--- src/rtl/i_ram_program_loader_pkg.sv ---
// Shared constants for the instruction-RAM program loader and the RAM it feeds.
package i_ram_program_loader_pkg;

  localparam int unsigned BYTE_W         = 8;
  localparam int unsigned BYTES_PER_WORD = 4;
  localparam int unsigned HEADER_BYTES   = 4;
  localparam int unsigned WORD_W         = BYTES_PER_WORD * BYTE_W;

  // Instruction RAM depth; also used by the RAM itself.
  localparam int unsigned I_RAM_DEPTH    = 872;

  localparam int unsigned STATE_W = 3;
  localparam logic [STATE_W-1:0] ST_IDLE = 3'd0;
  localparam logic [STATE_W-1:0] ST_HDR  = 3'd1;
  localparam logic [STATE_W-1:0] ST_DATA = 3'd2;
  localparam logic [STATE_W-1:0] ST_DONE = 3'd3;
  localparam logic [STATE_W-1:0] ST_ERR  = 3'd4;

endpackage

--- src/rtl/i_ram_program_loader_byte_word_assembler.sv ---
// Packs accepted stream bytes big-endian into 32-bit words; the header reuses it as one word.
module i_ram_program_loader_byte_word_assembler
  import i_ram_program_loader_pkg::*;
(
  input  logic              clock,
  input  logic              reset,
  input  logic              clear,
  input  logic              byte_fire,
  input  logic [BYTE_W-1:0] byte_in,
  output logic [WORD_W-1:0] word_c,
  output logic              word_valid_c
);

  localparam int unsigned CNT_W   = 2;
  localparam int unsigned SHIFT_W = WORD_W - BYTE_W;

  logic [CNT_W-1:0]   cnt_q;
  logic [SHIFT_W-1:0] shift_q;

  // The completing byte is merged combinationally so the word is usable on its own edge.
  assign word_valid_c = byte_fire && (cnt_q == CNT_W'(BYTES_PER_WORD - 1));
  assign word_c       = {shift_q, byte_in};

  always_ff @(posedge clock or negedge reset) begin
    if (!reset) begin
      cnt_q   <= '0;
      shift_q <= '0;
    end else if (clear) begin
      cnt_q   <= '0;
      shift_q <= '0;
    end else if (byte_fire) begin
      cnt_q   <= cnt_q + CNT_W'(1);
      shift_q <= {shift_q[SHIFT_W-BYTE_W-1:0], byte_in};
    end
  end

endmodule

--- src/rtl/i_ram_program_loader.sv ---
// Owns the instruction-RAM write port: streams a header-framed program into the RAM,
// stalling the CPU meanwhile, and otherwise forwards CPU write requests.
module i_ram_program_loader
  import i_ram_program_loader_pkg::*;
#(
  parameter int unsigned ADDR_WIDTH = 10,
  parameter int unsigned DATA_WIDTH = 32,
  parameter int unsigned RAM_DEPTH  = I_RAM_DEPTH
) (
  input  logic                  clock,
  input  logic                  reset,
  input  logic                  load_start,
  input  logic [7:0]            byte_in,
  input  logic                  byte_valid,
  output logic                  byte_ready,
  input  logic                  cpu_write_request,
  input  logic [ADDR_WIDTH-1:0] cpu_write_address,
  input  logic [DATA_WIDTH-1:0] cpu_write_data,
  output logic                  cpu_write_grant,
  output logic                  cpu_stall,
  output logic                  flag_write_i_ram,
  output logic [ADDR_WIDTH-1:0] i_ram_writing_address,
  output logic [DATA_WIDTH-1:0] i_ram_input,
  output logic                  load_done,
  output logic                  load_error,
  output logic [ADDR_WIDTH-1:0] words_loaded
);

  localparam int unsigned FIELD_W = 16;
  localparam int unsigned SUM_W   = FIELD_W + 1;

  logic [STATE_W-1:0]    state_q, state_d;
  logic [ADDR_WIDTH-1:0] ptr_q, ptr_d;
  logic [FIELD_W-1:0]    remaining_q, remaining_d;
  logic [ADDR_WIDTH-1:0] words_d;
  logic [ADDR_WIDTH-1:0] addr_d;
  logic [DATA_WIDTH-1:0] data_d;
  logic                  wr_d, err_d, done_d, stall_d, ready_d;

  logic                  byte_fire_c, asm_clear_c, word_valid_c;
  logic [WORD_W-1:0]     word_c;
  logic [FIELD_W-1:0]    hdr_start, hdr_count;
  logic [SUM_W-1:0]      hdr_end;
  logic                  hdr_bad;
  logic                  cpu_side;

  assign byte_fire_c = byte_valid && byte_ready;

  i_ram_program_loader_byte_word_assembler u_asm (
    .clock        (clock),
    .reset        (reset),
    .clear        (asm_clear_c),
    .byte_fire    (byte_fire_c),
    .byte_in      (byte_in),
    .word_c       (word_c),
    .word_valid_c (word_valid_c)
  );

  // Header: start address in the upper half, word count in the lower half; sum kept unwrapped.
  assign hdr_start = word_c[WORD_W-1 -: FIELD_W];
  assign hdr_count = word_c[FIELD_W-1:0];
  assign hdr_end   = SUM_W'(hdr_start) + SUM_W'(hdr_count);
  assign hdr_bad   = (hdr_count == '0) || ((hdr_start >> ADDR_WIDTH) != '0) ||
                     (hdr_end > SUM_W'(RAM_DEPTH));

  assign cpu_side        = (state_q == ST_IDLE) || (state_q == ST_ERR);
  assign cpu_write_grant = cpu_write_request && !load_start && cpu_side;

  always_comb begin
    state_d     = state_q;
    ptr_d       = ptr_q;
    remaining_d = remaining_q;
    words_d     = words_loaded;
    addr_d      = i_ram_writing_address;
    data_d      = i_ram_input;
    wr_d        = 1'b0;
    err_d       = load_error;
    asm_clear_c = 1'b0;

    case (state_q)
      ST_IDLE, ST_ERR: begin
        if (load_start) begin
          state_d     = ST_HDR;
          words_d     = '0;
          err_d       = 1'b0;
          asm_clear_c = 1'b1;
        end else if (cpu_write_request) begin
          wr_d   = 1'b1;
          addr_d = cpu_write_address;
          data_d = cpu_write_data;
        end
      end
      ST_HDR: begin
        if (word_valid_c) begin
          if (hdr_bad) begin
            state_d = ST_ERR;
            err_d   = 1'b1;
          end else begin
            state_d     = ST_DATA;
            ptr_d       = ADDR_WIDTH'(hdr_start);
            remaining_d = hdr_count;
          end
        end
      end
      ST_DATA: begin
        if (word_valid_c) begin
          wr_d        = 1'b1;
          addr_d      = ptr_q;
          data_d      = DATA_WIDTH'(word_c);
          words_d     = words_loaded + ADDR_WIDTH'(1);
          remaining_d = remaining_q - FIELD_W'(1);
          // The pointer stops on the last word so it never leaves the RAM.
          if (remaining_q == FIELD_W'(1)) state_d = ST_DONE;
          else                            ptr_d   = ptr_q + ADDR_WIDTH'(1);
        end
      end
      ST_DONE: state_d = ST_IDLE;
      default: state_d = ST_IDLE;
    endcase

    done_d  = (state_d == ST_DONE);
    ready_d = (state_d == ST_HDR) || (state_d == ST_DATA);
    stall_d = ready_d || (state_d == ST_DONE);
  end

  always_ff @(posedge clock or negedge reset) begin
    if (!reset) begin
      state_q               <= ST_IDLE;
      ptr_q                 <= '0;
      remaining_q           <= '0;
      words_loaded          <= '0;
      flag_write_i_ram      <= 1'b0;
      i_ram_writing_address <= '0;
      i_ram_input           <= '0;
      load_error            <= 1'b0;
      load_done             <= 1'b0;
      cpu_stall             <= 1'b0;
      byte_ready            <= 1'b0;
    end else begin
      state_q               <= state_d;
      ptr_q                 <= ptr_d;
      remaining_q           <= remaining_d;
      words_loaded          <= words_d;
      flag_write_i_ram      <= wr_d;
      i_ram_writing_address <= addr_d;
      i_ram_input           <= data_d;
      load_error            <= err_d;
      load_done             <= done_d;
      cpu_stall             <= stall_d;
      byte_ready            <= ready_d;
    end
  end

endmodule

--- config.mk ---
export PLATFORM = sky130hd
export DESIGN_NAME = i_ram_program_loader
export DESIGN_NICKNAME = d
export VERILOG_FILES = /design/src/rtl/i_ram_program_loader_pkg.sv /design/src/rtl/i_ram_program_loader_byte_word_assembler.sv /design/src/rtl/i_ram_program_loader.sv
export SDC_FILE = /design/constraint.sdc
export NUM_CORES = 1
export LEC_CHECK = 0
export ABC_AREA = 1
export CORE_MARGIN = 1.5
export CORE_UTILIZATION = 31
export DETAILED_ROUTE_END_ITERATION = 8
export PLACE_DENSITY = 0.61
export RECOVER_POWER = 25
export SYNTH_ARGS = -nofsm -noshare
export SYNTH_HDL_FRONTEND = slang
export SYNTH_SLANG_ARGS = --single-unit
--- constraint.sdc ---
create_clock -name clock -period 7.5 [get_ports clock]
set_input_delay 1.5 -clock clock [delete_from_list [all_inputs] [get_ports clock]]
set_output_delay 1.5 -clock clock [all_outputs]
set_load 0.02 [all_outputs]
==> metrics <==
die area=around 24000 sq um; met1 GRT Util=about 24%; Combinational Power Share=52.0%; fraction of registers with async set/reset=100%; HPWL after detailed placement=between 10000 and 15000 um; most crowded layer after global routing=met2; number of post-CTS setup repair buffers=0; post-route cell area=approximately 8600 sq um; CP max FO=50; max frequency=roughly 210 MHz; clock latency at the later pin of the worst-skew pair=370 ps; dominant cells by area after synthesis=sky130_fd_sc_hd__dfrtp_1 40%, sky130_fd_sc_hd__nand2_1 15%, sky130_fd_sc_hd__inv_1 6.3%, sky130_fd_sc_hd__nor2_1 6.1%, sky130_fd_sc_hd__a31oi_1 5.4%; gr usage total=17.5%; sum of buffers and inverters on the critical path=4; Post-synth EDFFs=0; number of input and output port buffers inserted=around 110; net total in the final layout=about 1100; Flop pwr share=roughly a third; outcome=finished with violations; start-to-end type of the worst setup path=in -> reg; count of unique library cells instantiated by Yosys=46; Worst-path clk slew=roughly 80 ps; crit path cell chain=clkdlybuf4s50_1, nand2_1, inv_2, nand2_2, inv_2, nand2_1, nand2_2, buf_4, nor2_1, a31oi_1; Synthesized Nets=slightly above 1000; antenna violations before repair=0; standby leakage power=0.00416 uW; final number of setup-violating endpoints=0; placed cell areas=roughly 8300 sq um; final wirelength=slightly above 20000 um; arrival time reported for the critical path endpoint=roughly 5000 ps; worst-margin pin slew=between 2000 and 3000 ps; I/O pin count=~110; pin count of the biggest net entering global routing=76; peak ir drop on the vdd network=0.000125 V; number of optimization iterations in the first detailed-route pass=5; total global routing overflow=0; post-route DRC violation count=0; CORE AREA=between 20000 and 25000 sq um; worst endpoint required time=between 7000 and 8000 ps; switching power=about 1600 uW; width of the die=~150 um; wire length of the first global-routing pass=32500 um; vertical die dimension=about 150 um; drt initial violations=442; minimum period implied by the final worst setup slack=approximately 4700 ps; CP top delay family=simple AND/OR/NAND/NOR gates; path type of the worst min-delay path=reg -> reg; post-synthesis sequential area ratio=40.0%; Critical Path Start Type=primary input; number of synthesized register bits=112; remaining antenna violation count=0; number of global-route vias before repair=~6000; post-synthesis average cell area=around 7.3 sq um; Slew Limit Headroom=-66.9%; number of violations of the max-capacitance limit=2; number of warning messages in the yosys log=0; final core utilization=about two fifths; Inserted Clock Buffers=9; via count of the routed design=6431; pre-CTS setup slack=roughly 2500 ps; number of vias per cell=4.84; fin crit share=between 60 and 70%; routing usage on met3=4.00%; internal power summed over all cells=~1800 uW; number of placed instances, taps included=~1300; violated checks=max-capacitance violations, max-slew violations; cell at the root of the clock tree=sky130_fd_sc_hd__clkbuf_16; power density relative to cell area=388 nW/um^2; count of clock tree sinks=between 100 and 150; non-filler instance count after layout=roughly 1300; weighted congestion reported at the end of routability-driven placement=roughly 0.87; post-detailed-route wirelength per cell=between 15 and 20 um; CP peak stage delay=around 850 ps; buffer depth of the longest clock path=2; number of hold violations in the final report=0; top cell type by total area after synthesis=sky130_fd_sc_hd__dfrtp_1; worst setup skew after layout=14.0 ps; leading cell type by number of instances after synthesis=sky130_fd_sc_hd__nand2_1; # rows=54; hold_buf cts=0; ranking of synthesized cells by instance count=273 x sky130_fd_sc_hd__nand2_1, 118 x sky130_fd_sc_hd__inv_1, 114 x sky130_fd_sc_hd__nor2_1; Antenna Diode Count=0; met2 track demand over resource=a little over a quarter; final sum of negative setup slack=0 ps; synthesis-to-layout area growth=22.6%; FILL cells=approximately 2300; CP max-delay cell=sky130_fd_sc_hd__nand2_2; Clock power frac=14.6%; Main synth FF type=sky130_fd_sc_hd__dfrtp_1; fraction of layout instances using a drive strength above 1=roughly 7.6%; synthesized area=7010 sq um; fraction of synthesized cell area taken by the top area cell type=roughly 40%; final-report max-slew violation count=around 120; fraction of power spent switching nets=~47%; unrepaired setup endpoints after global routing=no; starting density of the core=about a third; Mapped Cells=956; final worst slack=approximately 2800 ps; CTS tree=built; endpoint kind of the worst setup timing path=register; Post-CTS Resized=0; H-Tree Depth=3
power by group through the flow:
stage | Clock (uW) | Sequential, uW | Combinational [uW]
2_1_floorplan | 0 | 1180 | 1070
3_5_place_dp | 0 | 1120 | 1730
3_3_place_gp | 0 | 1120 | 1710
6_report | 486 | 1110 | 1730
4_1_cts | 500 | 1110 | 1740
5_1_grt | 523 | 1150 | 1930
per-layer routing:
metal	vias up	part of all wire (%)	wire (um)
met5	-	0	0
met4	0	1.8	363
met3	27	6.3	1290
met2	184	43	8800
met1	2965	49	10000
li1	3255	-	-
cell type report:
class	instances	area, sq um	share of cell area (%)
flip-flops and latches	112	2800	32.6
inverters	125	469	5.46
clock buffers	10	229	2.66
clock inverters	6	57.6	0.670
repair buffers	116	1140	13.3
multi-input cells	681	3540	41.2
well taps	280	350	4.08
registers in the layout, summed over array words and instances (netlist names):
| signal | flops |
|---|---|
| byte_ready | 1 |
| words_loaded | 10 |
| flag_write_i_ram | 1 |
| remaining_q | 16 |
| i_ram_writing_address | 10 |
| load_error | 1 |
| u_asm.shift_q | 24 |
| cpu_stall | 1 |
| load_done | 1 |
| i_ram_input | 32 |
| u_asm.cnt_q | 2 |
| ptr_q | 10 |
| state_q | 3 |
stage by stage:
step                total power, uW  hold WS (ps)
floorplan                      2260           459
global route                   3600           539
global placement               2820           472
CTS                            3350           494
finish                         3330           488
detailed placement             2850           472
logic make-up (layout without fill, tap and decap cells):
family                   after synthesis  after routing  share of synthesized area, %
XOR/XNOR                              12             12                          1.50
adder cells (fa/ha/maj)               22             22                          4.03
AND/OR/NAND/NOR                      513            513                          33.4
AO/OA/AOI/OAI                        134            134                          11.5
buffers and inverters                163            257                          9.55
flip-flops                           112            112                          40.0
path summary, 6_finish.rpt:
kind                            start  slack [ps]                       end  cells past startpoint
max in group asynchronous       reset        2840          u_asm.shift_q[4]                      2
hold reg to reg            load_error         490                load_error                      2
min in group asynchronous       reset        1890  i_ram_writing_address[5]                      1
setup / recovery           byte_valid        2810           i_ram_input[19]                     10
hold / removal             load_error         490                load_error                      2
setup reg to reg           byte_ready        4060           i_ram_input[19]                      9
worst min-delay path, delay by kind of cell, from the launching register on:
family | cells | cell delay (ps)
DFF | 1 | 350
and+or+nand+nor | 2 | 110
cells in the final DEF (no fill, tap or decap), drive strengths merged, types with 3 or more instances in the layout:
cell | synthesis | final
a31oi | 61 | 61
nand4 | 8 | 8
buf | 15 | 3
clkbuf | 23 | 12
clkdlybuf4s50 | 0 | 111
a21oi | 20 | 20
nand3 | 80 | 80
xor2 | 7 | 7
inv | 125 | 129
dfrtp | 112 | 112
nand2 | 287 | 287
xnor2 | 5 | 5
and2 | 3 | 3
nor3 | 9 | 9
o21ai | 36 | 36
nor2 | 119 | 119
ha | 21 | 21
o211ai | 7 | 7
o21bai | 4 | 4
Note: power is estimated with default switching activity, not from simulation.
